===== config.mk =====
export PLATFORM = sky130hd
export DESIGN_NAME = div4_seq_flat
export DESIGN_NICKNAME = d
export VERILOG_FILES = /design/src/rtl/div4_seq_if.sv /design/src/rtl/div4_seq.sv /design/src/flat_wrapper.sv
export SDC_FILE = /design/constraint.sdc
export NUM_CORES = 1
export LEC_CHECK = 0
export ABC_AREA = 1
export BUFFER_PORTS_ARGS = -buffer_cell sky130_fd_sc_hd__buf_2
export CAP_MARGIN = 20
export CORE_UTILIZATION = 40
export DETAILED_ROUTE_END_ITERATION = 12
export PLACE_DENSITY_LB_ADDON = 0.3
export REMOVE_ABC_BUFFERS = 1
export SYNTH_ARGS = -nofsm -noshare
export SYNTH_HDL_FRONTEND = slang
export SYNTH_SLANG_ARGS = --single-unit

===== constraint.sdc =====
create_clock -name clk -period 2.2 [get_ports clk]
set_input_delay 0 -clock clk [delete_from_list [all_inputs] [get_ports clk]]
set_output_delay 0 -clock clk [all_outputs]
set_load 0.02 [all_outputs]

===== src/rtl/div4_seq_if.sv =====
// Handshake/data bundle for the 4-bit sequential divider.
// DZ exists only when DIV4_DZ_EN is defined.
interface div4_seq_if;
  logic [3:0] A;
  logic [3:0] B;
  logic       start;
  logic [3:0] Q;
  logic [3:0] R;
  logic       busy;
  logic       done;
`ifdef DIV4_DZ_EN
  logic       DZ;

  modport master (output A, B, start, input Q, R, busy, done, DZ);
  modport slave  (input A, B, start, output Q, R, busy, done, DZ);
`else
  modport master (output A, B, start, input Q, R, busy, done);
  modport slave  (input A, B, start, output Q, R, busy, done);
`endif
endinterface


===== src/rtl/div4_seq.sv =====
// 4-bit unsigned restoring divider, one quotient bit per cycle, MSB first.
// Optional divide-by-zero short-cut and DZ flag selected by macro DIV4_DZ_EN.
module div4_seq (
  input  logic        clk,
  input  logic        reset,
  div4_seq_if.slave   bus
);

  typedef enum logic [1:0] {IDLE, RUN, FIN} state_t;

  state_t             r_state;
  logic [3:0]         r_a;
  logic [3:0]         r_b;
  logic [4:0]         r_prem;
  logic [3:0]         r_quo;
  logic [1:0]         r_cnt;
  logic [3:0]         r_q;
  logic [3:0]         r_r;
  logic               r_busy;
  logic               r_done;
`ifdef DIV4_DZ_EN
  logic               r_dz;
  logic               r_dz_pend;
`endif

  logic signed [5:0]  w_shift;
  logic signed [5:0]  w_diff;
  logic               w_qbit;

  // Partial remainder stays below B, so 6 signed bits hold shift and trial difference.
  assign w_shift = {r_prem, r_a[3]};
  assign w_diff  = w_shift - signed'({2'b00, r_b});
  assign w_qbit  = ~w_diff[5];

  always_ff @(posedge clk or posedge reset) begin
    if (reset) begin
      r_state   <= IDLE;
      r_a       <= 4'd0;
      r_b       <= 4'd0;
      r_prem    <= 5'd0;
      r_quo     <= 4'd0;
      r_cnt     <= 2'd0;
      r_q       <= 4'd0;
      r_r       <= 4'd0;
      r_busy    <= 1'b0;
      r_done    <= 1'b0;
`ifdef DIV4_DZ_EN
      r_dz      <= 1'b0;
      r_dz_pend <= 1'b0;
`endif
    end else begin
      r_done <= 1'b0;
      case (r_state)
        IDLE: begin
          // The done cycle is spent in IDLE; a start seen alongside done waits one cycle.
          if (bus.start && !r_done) begin
            r_a     <= bus.A;
            r_b     <= bus.B;
            r_prem  <= 5'd0;
            r_quo   <= 4'd0;
            r_cnt   <= 2'd0;
            r_busy  <= 1'b1;
            r_state <= RUN;
`ifdef DIV4_DZ_EN
            r_dz_pend <= 1'b0;
            if (bus.B == 4'd0) begin
              r_quo     <= 4'hF;
              r_prem    <= {1'b0, bus.A};
              r_dz_pend <= 1'b1;
              r_state   <= FIN;
            end
`endif
          end
        end
        RUN: begin
          r_prem  <= w_qbit ? w_diff[4:0] : w_shift[4:0];
          r_quo   <= {r_quo[2:0], w_qbit};
          r_a     <= {r_a[2:0], 1'b0};
          r_cnt   <= r_cnt + 2'd1;
          if (r_cnt == 2'd3) begin
            r_state <= FIN;
          end
        end
        FIN: begin
          r_q     <= r_quo;
          r_r     <= r_prem[3:0];
          r_done  <= 1'b1;
          r_busy  <= 1'b0;
          r_state <= IDLE;
`ifdef DIV4_DZ_EN
          r_dz    <= r_dz_pend;
`endif
        end
        default: begin
          r_state <= IDLE;
          r_busy  <= 1'b0;
        end
      endcase
    end
  end

  assign bus.Q    = r_q;
  assign bus.R    = r_r;
  assign bus.busy = r_busy;
  assign bus.done = r_done;
`ifdef DIV4_DZ_EN
  assign bus.DZ   = r_dz;
`endif

endmodule


===== src/flat_wrapper.sv =====
// flat-port wrapper written by rule: the top's interface ports become plain ports
module div4_seq_flat 
  (clk, reset, bus_A, bus_B, bus_start, bus_Q, bus_R, bus_busy, bus_done);
  div4_seq_if bus_i ();
  input  logic clk;
  input  logic reset;
  input wire logic [$bits(bus_i.A)-1:0] bus_A;
  input wire logic [$bits(bus_i.B)-1:0] bus_B;
  input wire logic [$bits(bus_i.start)-1:0] bus_start;
  output wire logic [$bits(bus_i.Q)-1:0] bus_Q;
  output wire logic [$bits(bus_i.R)-1:0] bus_R;
  output wire logic [$bits(bus_i.busy)-1:0] bus_busy;
  output wire logic [$bits(bus_i.done)-1:0] bus_done;
  assign bus_i.A = bus_A;
  assign bus_i.B = bus_B;
  assign bus_i.start = bus_start;
  assign bus_Q = bus_i.Q;
  assign bus_R = bus_i.R;
  assign bus_busy = bus_i.busy;
  assign bus_done = bus_i.done;
  div4_seq u_core (.clk(clk), .reset(reset), .bus(bus_i));
endmodule

# Word level (Yosys, flattened, before mapping)
# Cells that the tools add are included.
dict set report word_totals {
  ff_bits 31
  input_bits 11
  out_inout_bits 10
  word_cells 42
}
dict set report op_classes {
  add_sub_neg 2
  eq_ne 5
  n_mux 15
  n_bitwise 2
  n_reduce_logical 8
}
# op n
set op_table {}
lappend op_table {{one-hot mux 4 bit (2 select lines)} 2}
lappend op_table {{two-way mux 5 bit} 2}
lappend op_table {{one-hot mux 5 bit (2 select lines)} 1}
lappend op_table {{two-way mux 4 bit} 2}
lappend op_table {{one-hot mux 2 bit (2 select lines)} 2}
lappend op_table {{AND reduction 2 bit} 4}
lappend op_table {{two-way mux 2 bit} 3}
lappend op_table {{subtractor 6 x 5 -> 6 bit} 1}
lappend op_table {{equality test 2 bit, second input constant} 2}
lappend op_table {{!= test 2 x 1 -> 1 bit, second input constant} 2}
lappend op_table {{adder 2 x 1 -> 2 bit, second input constant} 1}
lappend op_table {{equality test 2 x 1 -> 1 bit, second input constant} 1}
lappend op_table {{logical NOT 2 bit} 1}
lappend op_table {{two-way mux 1 bit} 2}
lappend op_table {{NOT 1 bit} 2}
lappend op_table {{one-hot mux 1 bit (2 select lines)} 1}
lappend op_table {{nonzero test 2 bit} 1}
lappend op_table {{logical AND 1 bit} 1}
lappend op_table {{logical NOT 1 bit} 1}

# Longest topological paths before layout
dict set report depth {
  word_depth 4
  depth_mapped 11
  mapped_depth_nobuf 11
}

# Worst setup path after synthesis
# OpenSTA, ideal clock, no wires.
dict set report synth_path {
  kind {register to register}
  start {register u_core.r_a[3]}
  end {register u_core.r_prem[4]}
  setup_ps 117
  arrival_ps 1460
  required_ps 2083
  slack_ps 622
  stages_incl_launch_ff 11
  path_buffers 0
  period_less_slack_ps 1578
  cell_sequence {dfrtp_1 inv_1 ha_1 inv_1 fa_1 nand3_1 nand3_1 nand2_1 nand3_1 nand3_1 nand2_1}
}
dict set report synth_via {
  elab_chain_cells 3
}
# item line_no
set synth_lines {}
lappend synth_lines {{start, declared} div4_seq.sv:12} ;# logic [3:0] r_a;
lappend synth_lines {{start signal, assigned} div4_seq.sv:57} ;# r_a <= bus.A;
lappend synth_lines {{start signal, assigned} div4_seq.sv:78} ;# r_a <= {r_a[2:0], 1'b0};
lappend synth_lines {{subtractor 6 x 5 -> 6 bit} div4_seq.sv:32} ;# assign w_diff = w_shift - signed'({2'b00, r_b});
lappend synth_lines {{two-way mux 5 bit} div4_seq.sv:76} ;# r_prem <= w_qbit ? w_diff[4:0] : w_shift[4:0];
lappend synth_lines {{one-hot mux 5 bit (2 select lines)} div4_seq.sv:53} ;# case (r_state)
lappend synth_lines {{end signal, assigned} div4_seq.sv:76}
lappend synth_lines {{end, declared} div4_seq.sv:14} ;# logic [4:0] r_prem;
# No other way between the ends.
# A chain may end at the register's enable or synchronous reset.

# Final worst setup path
# Ends and elaborated chain as after synthesis.

==> impl_metrics.json <==
{
  "path_buf_inv": 2,
  "cts_setup_buffers": 0,
  "met1_usage": 0.197,
  "clock_skew_ps": 6.64,
  "ant_nets": 0,
  "fp-row-count": 22,
  "crit_start": "u_core.r_a[3]$_DFFE_PP0P_",
  "drt_iter0_markers": 40,
  "fill_cells": 370,
  "rsz0062_at_grt": "false",
  "wire_per_inst_um": 11.8,
  "area_growth_pct": 20.1,
  "cts_tree": "built",
  "crit_type": "reg2reg",
  "run_status": "finished, final reports clean",
  "tightestPinTransition_ps": 466,
  "grt_max_degree": 32,
  "clkSinkCount": 31,
  "syn_area_um2": 1590,
  "grtUsageTotal": 0.165,
  "vias_per_cell": 4.85,
  "use_met2": 0.268,
  "fmax_ghz": 0.600,
  "crit_top_cell": "nand3_1",
  "min_from": "bus_A[2]",
  "dr.pass1.iters": 4,
  "numCtsBuffers": 5,
  "cts.clk_slew.worst_paths_ps": 70,
  "grt.busiest_layer": "met2",
  "dp_slack_ps": 526,
  "worst_slack_ps": 533,
  "swShare": 0.448,
  "slowest_delay_ps": 410,
  "cts_root_buffer": "clkbuf_8",
  "period_needed_ps": 1670,
  "initial_utilization": 0.425,
  "antenna_cells": 0,
  "power.leakage_uw": 0.00100,
  "core_area_um2": 3740,
  "vias": 1197,
  "drc": 0,
  "arrival_ps": 1850,
  "p_per_area_nw_per_um2": 1720,
  "seqPwrFrac": 0.303,
  "yosysUniqueCellTypes": 28,
  "ff2ff_setup_slack_ps": 530,
  "hold_violations": 0,
  "clock_latency_ps": 280,
  "totalWireLength_mm": 2.92,
  "hold_path_class": "in2reg",
  "maxCapViolations": 0,
  "setup_viol": 0,
  "fp.dieW_um": 65.1,
  "yosysWarnings": 0,
  "r2r-start": "u_core.r_a[3]$_DFFE_PP0P_",
  "synthCells": 167,
  "cts.htree.levels": 2,
  "cell_internal_pwr_uw": 1820,
  "clockPowerShare": 0.170,
  "start_kind": "register",
  "vdd_drop_max_uv": 1140,
  "comb_power_share": 0.527,
  "grt_pass1_wl_mm": 5.26,
  "finalCritPeriodShare": 0.758,
  "cp_cell_sequence": "inv_1 -> ha_1 -> inv_1 -> fa_1 -> nand3_1 -> nand3_1 -> nand2_1 -> nand3_1 -> nand3_1 -> nand2_1",
  "endpoint_kind": "register",
  "drive_gt1_frac": 0.261,
  "dp_hpwl_mm": 2.19,
  "synth-seq-area-share": 0.487,
  "slew_headroom": 0.689,
  "io_pins": 21,
  "grt_pass1_vias": 1173,
  "crit_fanout": 3,
  "overflow": 0,
  "fin_nets": 215,
  "grt_util_met3": 0.0503,
  "syn_area_per_cell_um2": 9.54,
  "fp.dieH_um": 65.1,
  "io_buffers": 20,
  "slew_viol_final": 0,
  "routabilityCongestion": 0.821,
  "p_sw_uw": 1480,
  "tns_ps": 0,
  "cpMaxStageDelayCell": "fa_1",
  "crit_family": "adder cells",
  "antenna_found_initial": 0,
  "cts_buffer_depth": 2,
  "worstPathRequired_ps": 2380,
  "die_area_um2": 4240,
  "synth-seq-cells": 31
}
per-stage QoR:
step / utilization / power, µW / std cells / hold slack, ps / area [µm²]
floorplan: - / 2370 / 164 / 104 / 1570
global placement: 0.465 / 2690 / 233 / 94.0 / 1740
detailed placement: 0.465 / 2760 / 233 / 106 / 1740
CTS: 0.511 / 3330 / 247 / 42.8 / 1910
global route: 0.511 / 3590 / 247 / 62.6 / 1910
finish: 0.511 / 3300 / 247 / 48.8 / 1910
layout by cell type (no fill, tap or decap), drive strengths merged:
| master | n |
|---|---|
| a21oi | 5 |
| a221oi | 3 |
| a22o | 1 |
| buf | 21 |
| bufinv | 1 |
| clkbuf | 5 |
| clkinv | 2 |
| dfrtp | 31 |
| dlygate4sd3 | 6 |
| fa | 1 |
| ha | 5 |
| inv | 30 |
| mux2 | 1 |
| nand2 | 34 |
| nand3 | 22 |
| nand4 | 2 |
| nor2 | 10 |
| nor3 | 3 |
| o21ai | 12 |
| o22ai | 3 |
| xnor2 | 1 |
cell families (layout without fill, tap and decap cells):
logic type | count (synthesis) | in the layout | synth area share
and+or+nand+nor | 71 | 71 | 0.262
DFF | 31 | 31 | 0.487
adders and majority gates | 6 | 6 | 0.0518
muxes | 1 | 1 | 0.00707
xor gates and xnor gates | 1 | 1 | 0.00550
buffers and inverters | 33 | 65 | 0.0880
AOI/OAI and AO/OA | 24 | 24 | 0.0990
flip-flops by register name, summed over array words and instances, names as in the netlist:
register and cells:
u_core.r_prem 5, u_core.bus.Q 4, u_core.bus.R 4, u_core.r_a 4, u_core.r_b 4, u_core.r_quo 4, u_core.r_cnt 2, u_core.r_state 2
u_core.bus.busy 1, u_core.bus.done 1
what timing repair did:
item / 4_1_cts / 5_1_grt
hold buffers: 6 / 0
setup endpoints to repair: 0 / 0
endpoints found under the hold margin: 36 / 0
gates resized for setup: 0 / 0
worst paths after layout:
path	endpoint	cells past startpoint
max	u_core.r_prem[4]$_DFFE_PP0P_	10
min	u_core.r_a[2]$_DFFE_PP0P_	3
max reg2reg	u_core.r_prem[4]$_DFFE_PP0P_	10
min reg2reg	u_core.r_cnt[0]$_DFFE_PP0P_	1
max in group asynchronous	u_core.r_a[1]$_DFFE_PP0P_	4
min in group asynchronous	u_core.r_prem[3]$_DFFE_PP0P_	4
power by group through the flow:
stage               Clock (µW)  Sequential [µW]  Combinational [µW]
detailed placement           0             1010                1750
global placement             0              995                1700
floorplan                    0             1070                1300
global route               598             1030                1960
finish                     560              999                1740
CTS                        568             1000                1760
Yosys cell counts:
master,instances,area [µm²]
a21oi_1,5,25.0
a221oi_2,3,45.0
a22o_1,1,8.76
buf_2,1,5.00
buf_4,2,15.0
dfrtp_1,31,776
fa_1,1,20.0
ha_1,5,62.6
inv_1,25,93.8
inv_2,3,11.3
inv_4,1,6.26
inv_6,1,8.76
mux2_1,1,11.3
nand2_1,29,109
nand2_4,4,45.0
nand2_8,1,20.0
nand3_1,20,100
nand3_4,2,35.0
nand4_2,2,25.0
nor2_1,6,22.5
nor2_2,2,12.5
nor2_4,2,22.5
nor3_1,1,5.00
nor3_2,2,20.0
o21ai_0,6,30.0
o21ai_1,6,30.0
o22ai_1,3,18.8
xnor2_1,1,8.76
tightest hold or removal path, cell delays in order:
cell and delay [ps]:
buf_2 80, nor3_2 40, a221oi_2 150
layer usage:
layer	up-vias	share of wire
li1	611	-
met1	558	0.44
met2	20	0.50
met3	8	0.040
met4	0	0.020
met5	-	0
area by class of cell:
class,instances,area [µm²],area share
sequential,31,776,0.405
multi-input combinational,103,677,0.354
timing repair buffer,27,168,0.0876
inverter,30,120,0.0628
clock buffer,5,68.8,0.0360
tap,48,60.1,0.0314
clock inverter,3,43.8,0.0229
Power figures use the tool's default switching activity.
